--- config.mk ---
export PLATFORM = sky130hd
export DESIGN_NAME = kernel_bank_buffer_flat
export DESIGN_NICKNAME = d
export VERILOG_FILES = /design/src/rtl/kernel_bank_buffer_if.sv /design/src/rtl/kernel_bank_buffer.sv /design/src/flat_wrapper.sv
export SDC_FILE = /design/constraint.sdc
export NUM_CORES = 2
export LEC_CHECK = 0
export CAP_MARGIN = 40
export CORE_MARGIN = 2
export CORE_UTILIZATION = 25
export CTS_CLUSTER_SIZE = 12
export DETAILED_ROUTE_END_ITERATION = 10
export PLACE_DENSITY = 0.53
export SKIP_CTS_REPAIR_TIMING = 1
export SLEW_MARGIN = 10
export SYNTH_ARGS = -nofsm -noshare
export SYNTH_HDL_FRONTEND = slang
export SYNTH_SLANG_ARGS = --single-unit
--- constraint.sdc ---
create_clock -name clk -period 59 [get_ports clk]
set_input_delay 11.8 -clock clk [delete_from_list [all_inputs] [get_ports clk]]
set_output_delay 11.8 -clock clk [all_outputs]
set_load 0.1 [all_outputs]
--- src/rtl/kernel_bank_buffer_if.sv ---
// kernel_bank_buffer_if: weight word stream handshake.
// Signals: s_valid (word valid), s_ready (sink can accept), s_data (weight word).
// master drives valid/data, slave drives ready.
interface kernel_bank_buffer_if #(
    parameter int DATA_W = 16
);
    logic              s_valid;
    logic              s_ready;
    logic [DATA_W-1:0] s_data;

    modport master (
        output s_valid,
        output s_data,
        input  s_ready
    );

    modport slave (
        input  s_valid,
        input  s_data,
        output s_ready
    );
endinterface

--- src/rtl/kernel_bank_buffer.sv ---
// kernel_bank_buffer: double-banked weight buffer; loads a kernel set into the
// shadow bank while the active bank is presented to the PEs, swaps on release.
// Ports: clk, rst (async, active-high), stream (slave: s_valid/s_ready/s_data),
//   flush (discard shadow), pe_release (active set done), k_valid, k_out,
//   fill_count (words in shadow), bias_out (only with KBUF_BIAS_EN).
// Option: define KBUF_BIAS_EN to append a bias word to every kernel group.
module kernel_bank_buffer #(
    parameter  int DATA_W = 16,
    parameter  int TAPS   = 9,
    parameter  int NUM_K  = 4,
`ifdef KBUF_BIAS_EN
    localparam int GRP    = TAPS + 1,
`else
    localparam int GRP    = TAPS,
`endif
    localparam int TOTAL  = NUM_K * GRP,
    localparam int CW     = $clog2(TOTAL + 1)
) (
    input  logic                          clk,
    input  logic                          rst,
    kernel_bank_buffer_if.slave           stream,
    input  logic                          flush,
    input  logic                          pe_release,
    output logic                          k_valid,
    output logic [NUM_K*TAPS*DATA_W-1:0]  k_out,
    output logic [CW-1:0]                 fill_count
`ifdef KBUF_BIAS_EN
    ,
    output logic [NUM_K*DATA_W-1:0]       bias_out
`endif
);

    localparam int NW = NUM_K * TAPS;
    localparam int IW = (NW > 1) ? $clog2(NW) : 1;

    typedef enum logic {
        FILL,
        FULL
    } state_t;

    state_t state;
    state_t state_nx;

    logic              bank_sel;
    logic              accept;
    logic              last;
    logic              swap;
    logic              wr_en;
    logic [IW-1:0]     w_ptr;
    logic [DATA_W-1:0] w_mem [2][NW];

`ifdef KBUF_BIAS_EN
    localparam int KW = (NUM_K > 1) ? $clog2(NUM_K) : 1;
    localparam int TW = $clog2(GRP);

    logic [KW-1:0]     k_idx;
    logic [TW-1:0]     t_idx;
    logic              is_bias;
    logic [DATA_W-1:0] b_mem [2][NUM_K];

    assign is_bias = (t_idx == TW'(TAPS));
`endif

    assign stream.s_ready = (state == FILL);
    assign accept = stream.s_valid & stream.s_ready;
    assign last   = accept & (fill_count == CW'(TOTAL - 1));
    // flush beats swap; a pending set waits for release only while k_valid
    assign swap   = (state == FULL) & ~flush & (~k_valid | pe_release);
    assign wr_en  = accept & ~flush;

    always_ff @(posedge clk or posedge rst) begin
        if (rst) state <= FILL;
        else     state <= state_nx;
    end

    always_comb begin
        state_nx = state;
        unique case (state)
            FILL: if (last && !flush) state_nx = FULL;
            FULL: if (flush || swap)  state_nx = FILL;
        endcase
    end

    always_ff @(posedge clk or posedge rst) begin
        if (rst) begin
            bank_sel   <= 1'b0;
            k_valid    <= 1'b0;
            fill_count <= '0;
            w_ptr      <= '0;
`ifdef KBUF_BIAS_EN
            k_idx      <= '0;
            t_idx      <= '0;
`endif
        end else begin
            // release during FILL drops the set; k_out keeps old data
            if (swap) begin
                bank_sel <= ~bank_sel;
                k_valid  <= 1'b1;
            end else if (pe_release && state == FILL) begin
                k_valid  <= 1'b0;
            end

            if (flush || swap) begin
                fill_count <= '0;
                w_ptr      <= '0;
`ifdef KBUF_BIAS_EN
                k_idx      <= '0;
                t_idx      <= '0;
`endif
            end else if (accept) begin
                fill_count <= fill_count + CW'(1);
`ifdef KBUF_BIAS_EN
                if (is_bias) begin
                    t_idx <= '0;
                    k_idx <= k_idx + KW'(1);
                end else begin
                    t_idx <= t_idx + TW'(1);
                    w_ptr <= w_ptr + IW'(1);
                end
`else
                w_ptr <= w_ptr + IW'(1);
`endif
            end
        end
    end

    // shadow bank is always the one not selected for output
    always_ff @(posedge clk or posedge rst) begin
        if (rst) begin
            for (int b = 0; b < 2; b++) begin
                for (int i = 0; i < NW; i++) w_mem[b][i] <= '0;
            end
        end else if (wr_en) begin
`ifdef KBUF_BIAS_EN
            if (!is_bias) w_mem[~bank_sel][w_ptr] <= stream.s_data;
`else
            w_mem[~bank_sel][w_ptr] <= stream.s_data;
`endif
        end
    end

    for (genvar g = 0; g < NW; g++) begin : g_kout
        assign k_out[g*DATA_W +: DATA_W] = w_mem[bank_sel][g];
    end

`ifdef KBUF_BIAS_EN
    always_ff @(posedge clk or posedge rst) begin
        if (rst) begin
            for (int b = 0; b < 2; b++) begin
                for (int i = 0; i < NUM_K; i++) b_mem[b][i] <= '0;
            end
        end else if (wr_en && is_bias) begin
            b_mem[~bank_sel][k_idx] <= stream.s_data;
        end
    end

    for (genvar g = 0; g < NUM_K; g++) begin : g_bias
        assign bias_out[g*DATA_W +: DATA_W] = b_mem[bank_sel][g];
    end
`endif

endmodule

--- src/flat_wrapper.sv ---
// flat-port wrapper written by rule: the top's interface ports become plain ports
module kernel_bank_buffer_flat 
#(
    parameter  int DATA_W = 16,
    parameter  int TAPS   = 9,
    parameter  int NUM_K  = 4,

    localparam int GRP    = TAPS,

    localparam int TOTAL  = NUM_K * GRP,
    localparam int CW     = $clog2(TOTAL + 1)
)
  (clk, rst, flush, pe_release, k_valid, k_out, fill_count, stream_s_valid, stream_s_data, stream_s_ready);
  kernel_bank_buffer_if #(.DATA_W(DATA_W)) stream_i ();
  input  logic clk;
  input  logic rst;
  input  logic flush;
  input  logic pe_release;
  output logic k_valid;
  output logic [NUM_K*TAPS*DATA_W-1:0] k_out;
  output logic [CW-1:0] fill_count;
  input wire logic [$bits(stream_i.s_valid)-1:0] stream_s_valid;
  input wire logic [$bits(stream_i.s_data)-1:0] stream_s_data;
  output wire logic [$bits(stream_i.s_ready)-1:0] stream_s_ready;
  assign stream_i.s_valid = stream_s_valid;
  assign stream_i.s_data = stream_s_data;
  assign stream_s_ready = stream_i.s_ready;
  kernel_bank_buffer #(.DATA_W(DATA_W), .TAPS(TAPS), .NUM_K(NUM_K)) u_core (.clk(clk), .rst(rst), .stream(stream_i), .flush(flush), .pe_release(pe_release), .k_valid(k_valid), .k_out(k_out), .fill_count(fill_count));
endmodule
**After elaboration in Yosys (flattened, before gate mapping)**

Cells that the tools add are included.

- ROM bits: 0
- Memory bits (writable): 0
- Bits in latches: 0
- Output and inout bits: 584
- Bits of input ports: 21
- Flip-flop bits (word level): 1167
- Memories: 0
- Word-level logic and storage cells: 123

- Equality and inequality tests: 1
- Muxes and demuxes: 17
- Div/mod/pow operators: 0
- Bitwise logic cells: 13
- Reduce and logical (&&, ||, !) cells: 8
- $mul: 0
- Magnitude comparators: 5
- Shift operators: 0
- Add/sub/neg operators: 2

Operator list:

| operator | count |
|---|---|
| $mux 576 | 4 |
| $bwmux 1152 | 1 |
| $demux 576 s1 | 1 |
| $demux 16 s6 | 1 |
| $mux 6 | 4 |
| $mux 16 | 1 |
| $add 6x1->6 const B | 2 |
| $ge 7x7->1 const B | 1 |
| $lt 7x1->1 const B | 1 |
| $not 6->7 | 1 |
| $eq 6x6->1 const B | 1 |
| $and 1x1->1 | 5 |
| $ge 2x2->1 const B | 2 |
| $logic_and 1x1->1 | 4 |
| $mux 1 | 4 |
| $not 1->1 | 4 |
| $not 1->2 | 2 |
| $reduce_bool 2->1 | 2 |
| $lt 2x1->1 const B | 1 |
| $pmux 1 s2 | 1 |
| $logic_not 1->1 | 1 |
| $logic_or 1x1->1 | 1 |
| $or 1x1->1 | 1 |

**Longest topological paths before layout**

- Depth in word-level cells: 8
- Depth in mapped cells: 8
- Gate-level depth less buffers: 4

**Worst setup path after synthesis**

Ideal clock, no wire load.

- Path kind: register to output
- From: register u_core.bank_sel
- To: output k_out[132]
- Data arrival time: 1.798 ns
- Stages on the path, launching flop included: 5
- Setup slack: 45.402 ns
- Path buffers: 3
- Required time: 47.200 ns
- Path through: dfrtp_1 clkbuf_1 clkbuf_1 clkbuf_1 mux2_2

- Cells in the longest elaborated chain, start to end: 4

Ends and longest elaborated chain:

| element | line | text |
|---|---|---|
| start: declaration | kernel_bank_buffer.sv:44 | `logic bank_sel;` |
| start signal: assignment | kernel_bank_buffer.sv:97 | `bank_sel <= ~bank_sel;` |
| $not 1->2 (not written as such) | kernel_bank_buffer.sv:143 | `assign k_out[g*DATA_W +: DATA_W] = w_mem[bank_sel][g];` |
| $mux 576 (3 in a row) | -- |  |
| end: declaration | flat_wrapper.sv:20 | `output logic [NUM_K*TAPS*DATA_W-1:0] k_out;` |

Every way passes these cells. The select of a mux whose other input is x is not followed.

**Final worst setup path**

- From: register u_core.bank_sel
- To: output k_out[74]

The elaborated chain is that of the path after synthesis.

==> impl_metrics.json <==
{
  "outcome": "finished clean",
  "grt_pass1_vias": 35299,
  "max_stage_delay_ps": 930,
  "synth_warnings": 0,
  "synthesis.area_sq_um": 51800,
  "wire_per_inst_microns": 24.4,
  "cts_sinks": 1167,
  "synth_area_leaders": "dfrtp_1 56%, mux2_2 35%, mux2_4 2.8%, buf_2 1.2%, clkbuf_1 0.93%",
  "die_x_microns": 459,
  "worstSetupEndpointType": "primary output",
  "fin_setup_tns_ps": 0,
  "slew_headroom_pct": 30.7,
  "min_period_ps": 16450,
  "path_max_fanout": 71,
  "cp_slowest_cell": "dfrtp_4",
  "vias_per_cell": 4.50,
  "hpwl_microns": 118000,
  "io_buffers": 604,
  "synthCells": 3340,
  "min_period_over_period_pct": 27.9,
  "synth_top_cell_by_area": "dfrtp_1",
  "clk_pin_slew_ps": 60,
  "hold_path_class": "register to register",
  "die_y_microns": 459,
  "setup_viol": 0,
  "total_power_uw": 1770,
  "r2r_setup_slack_ps": 55700,
  "crit_chain": "buf_4, buf_4, buf_4, buf_16, mux2_2, clkdlybuf4s50_1, buf_16",
  "grt_first_pass_wirelength_microns": 258000,
  "grt_setup_unrepaired": "no",
  "start_util_pct": 25.1,
  "critPathKind": "register to primary output",
  "track_usage_pct": 16.7,
  "fillers": 18972,
  "num_rows": 167,
  "clk_latency_ps": 790,
  "rr_worst_depth": 6,
  "totalWireLength_microns": 178000,
  "antenna_found_initial": 13,
  "synth-simple-area-share_pct": 2.18,
  "synth-compound-area-share_pct": 0.154,
  "p_leak_uw": 0.0369,
  "rr_startpoint": "u_core.bank_sel",
  "maxCapViolCount": 0,
  "path_common_cell": "buf_4",
  "synth-adder-area-share_pct": 0.0483,
  "core_sq_um": 207000,
  "cts_tree": "done",
  "drt-initial-drc-count": 1590,
  "startpoint": "u_core.bank_sel",
  "grt_max_degree": 168,
  "worst_ep_required_time_ps": 47200,
  "vdd_drop_max_v": 0.0000297,
  "dieArea_sq_um": 211000,
  "htreeDepth": 4,
  "synth_xor_area_share_pct": 0.0845,
  "ys_ff_latch": 1167,
  "drc": 0,
  "report.final.slew_viol_count": 0,
  "avgSynthCellArea_sq_um": 15.5,
  "fin_skew_ps": 20.1,
  "routabilityCongestion": 0.762,
  "io-pin-count": 605,
  "syn_to_final_growth_pct": 49.3,
  "start_kind": "register",
  "synth_nets": 3363,
  "worst_pin_slew_ps": 1040,
  "yosys.area.top_type_share_pct": 56.3,
  "synth_top_family_by_area": "multiplexers",
  "yosysUniqueCellTypes": 37,
  "synthMuxAreaShare_pct": 38.3,
  "finalHoldViolCount": 0,
  "ant_nets": 0,
  "grt-ovfl-total": 0,
  "synth_seq_area_share_pct": 56.3,
  "fmax_mhz": 60.8,
  "clk_path_buf_depth": 3,
  "vias": 32737,
  "fin_nets": 4465,
  "drive_above_1_share_pct": 59.0,
  "endpoint": "k_out[74]",
  "drt_first_pass_iters": 5,
  "clock-root-buffer": "clkbuf_16",
  "tritoncts.num_buffers": 140,
  "p_per_area_nw_per_um2": 22.8,
  "crit_arrival_ps": 4650,
  "timing.rr.end": "u_core.w_mem[706]"
}
==> synthesized netlist by cell type, drive strengths merged <==
library cell / number
ha: 2
and3b: 4
mux2: 1728
o21ai: 6
or4: 2
nor3b: 6
and3: 9
dfrtp: 1167
clkbuf: 129
buf: 174
nand2b: 2
a21oi: 7
mux2i: 2
nor2b: 1
nand2: 6
nor4b: 2
xnor2: 1
nand4: 1
inv: 3
nor3: 2
or3: 4
nor2: 6
xor2: 4
nand3b: 2
nand3: 67
and4bb: 1
o31ai: 2
==> per-layer routing <==
layer  share of wire, %  vias to the layer above  GRT usage, %
li1                   -                    14235             -
met3                4.0                      247          2.63
met1                 46                    17389          22.9
met4                3.2                        0          5.74
met5                  0                        -             0
met2                 47                      866          26.8
==> layout by cell type (no fill, tap or decap), drive strengths merged <==
cell type      instances
and3b                  4
mux2                1728
diode                 21
ha                     2
or4                    2
a21oi                  7
clkinv                25
xor2                   4
nand2                  6
clkdlybuf4s50        587
bufinv                 8
o31ai                  2
clkbuf               207
nand3                 67
nor2                   6
inv                   15
nor3b                  6
nor3                   2
and3                   9
o21ai                  6
xnor2                  1
or3                    4
nand3b                 2
nor2b                  1
and4bb                 1
nand4                  1
nand2b                 2
mux2i                  2
nor4b                  2
buf                  676
dfrtp               1167
clkinvlp               3
==> cell type report <==
cell class / count / area, sq um / area share, %
flip-flops and latches: 1167 / 29200 / 37.7
well taps: 2704 / 3380 / 4.37
clock inverters: 48 / 574 / 0.742
diodes: 21 / 52.6 / 0.0679
multi-input cells: 1867 / 21200 / 27.3
inverters: 3 / 18.8 / 0.0242
clock buffers: 207 / 4120 / 5.32
repair buffers: 1263 / 18900 / 24.4
==> power breakdown <==
part	leakage [uW]	internal [uW]	switching [uW]
combinational	0.0184	20.3	48.9
sequential	0.0162	816	8.41
clock	0.00231	522	355
==> worst min path at each step <==
stage / startpoint / end / cells past startpoint
detailed placement: u_core.w_mem[880] / u_core.w_mem[880] / 1
CTS: u_core.w_mem[880] / u_core.w_mem[880] / 1
floorplan: u_core.w_mem[559] / u_core.w_mem[559] / 1
finish: u_core.w_mem[880] / u_core.w_mem[880] / 1
global placement: u_core.w_mem[559] / u_core.w_mem[559] / 1
global route: u_core.w_mem[978] / u_core.w_mem[978] / 1
==> stage by stage <==
step / hold slack, ps / instances / worst slack (ps) / utilization (%) / area [sq um]
floorplan: 459 / 3340 / 14330 / - / 51800
global placement: 468 / 6399 / 41830 / 29.1 / 60200
detailed placement: 477 / 7000 / 41710 / 35.1 / 72600
CTS: 491 / 7255 / 42160 / 37.4 / 77300
global route: 506 / 7259 / 42320 / 37.4 / 77400
finish: 489 / 7280 / 42550 / 37.5 / 77400
==> sequential cells by signal, indices dropped and copies added (netlist names) <==
register,flops
u_core.w_mem,1152
u_core.w_ptr,6
u_core.fill_count,6
u_core.bank_sel,1
u_core.state,1
u_core.k_valid,1
==> cells by family after synthesis <==
group / Yosys count
XOR/XNOR: 5
adder cells (fa/ha/maj): 2
multiplexers: 1730
buffers and inverters: 306
AND/OR/NAND/NOR: 115
AO/OA/AOI/OAI: 15
flip-flops: 1167
==> critical path, delay by kind of cell, from the launching register on <==
| family | cells | cell delay, ps |
|---|---|---|
| flip-flops | 1 | 930 |
| buffers and inverters | 6 | 2400 |
| multiplexers | 1 | 390 |
(Power assumes the default switching activity.)
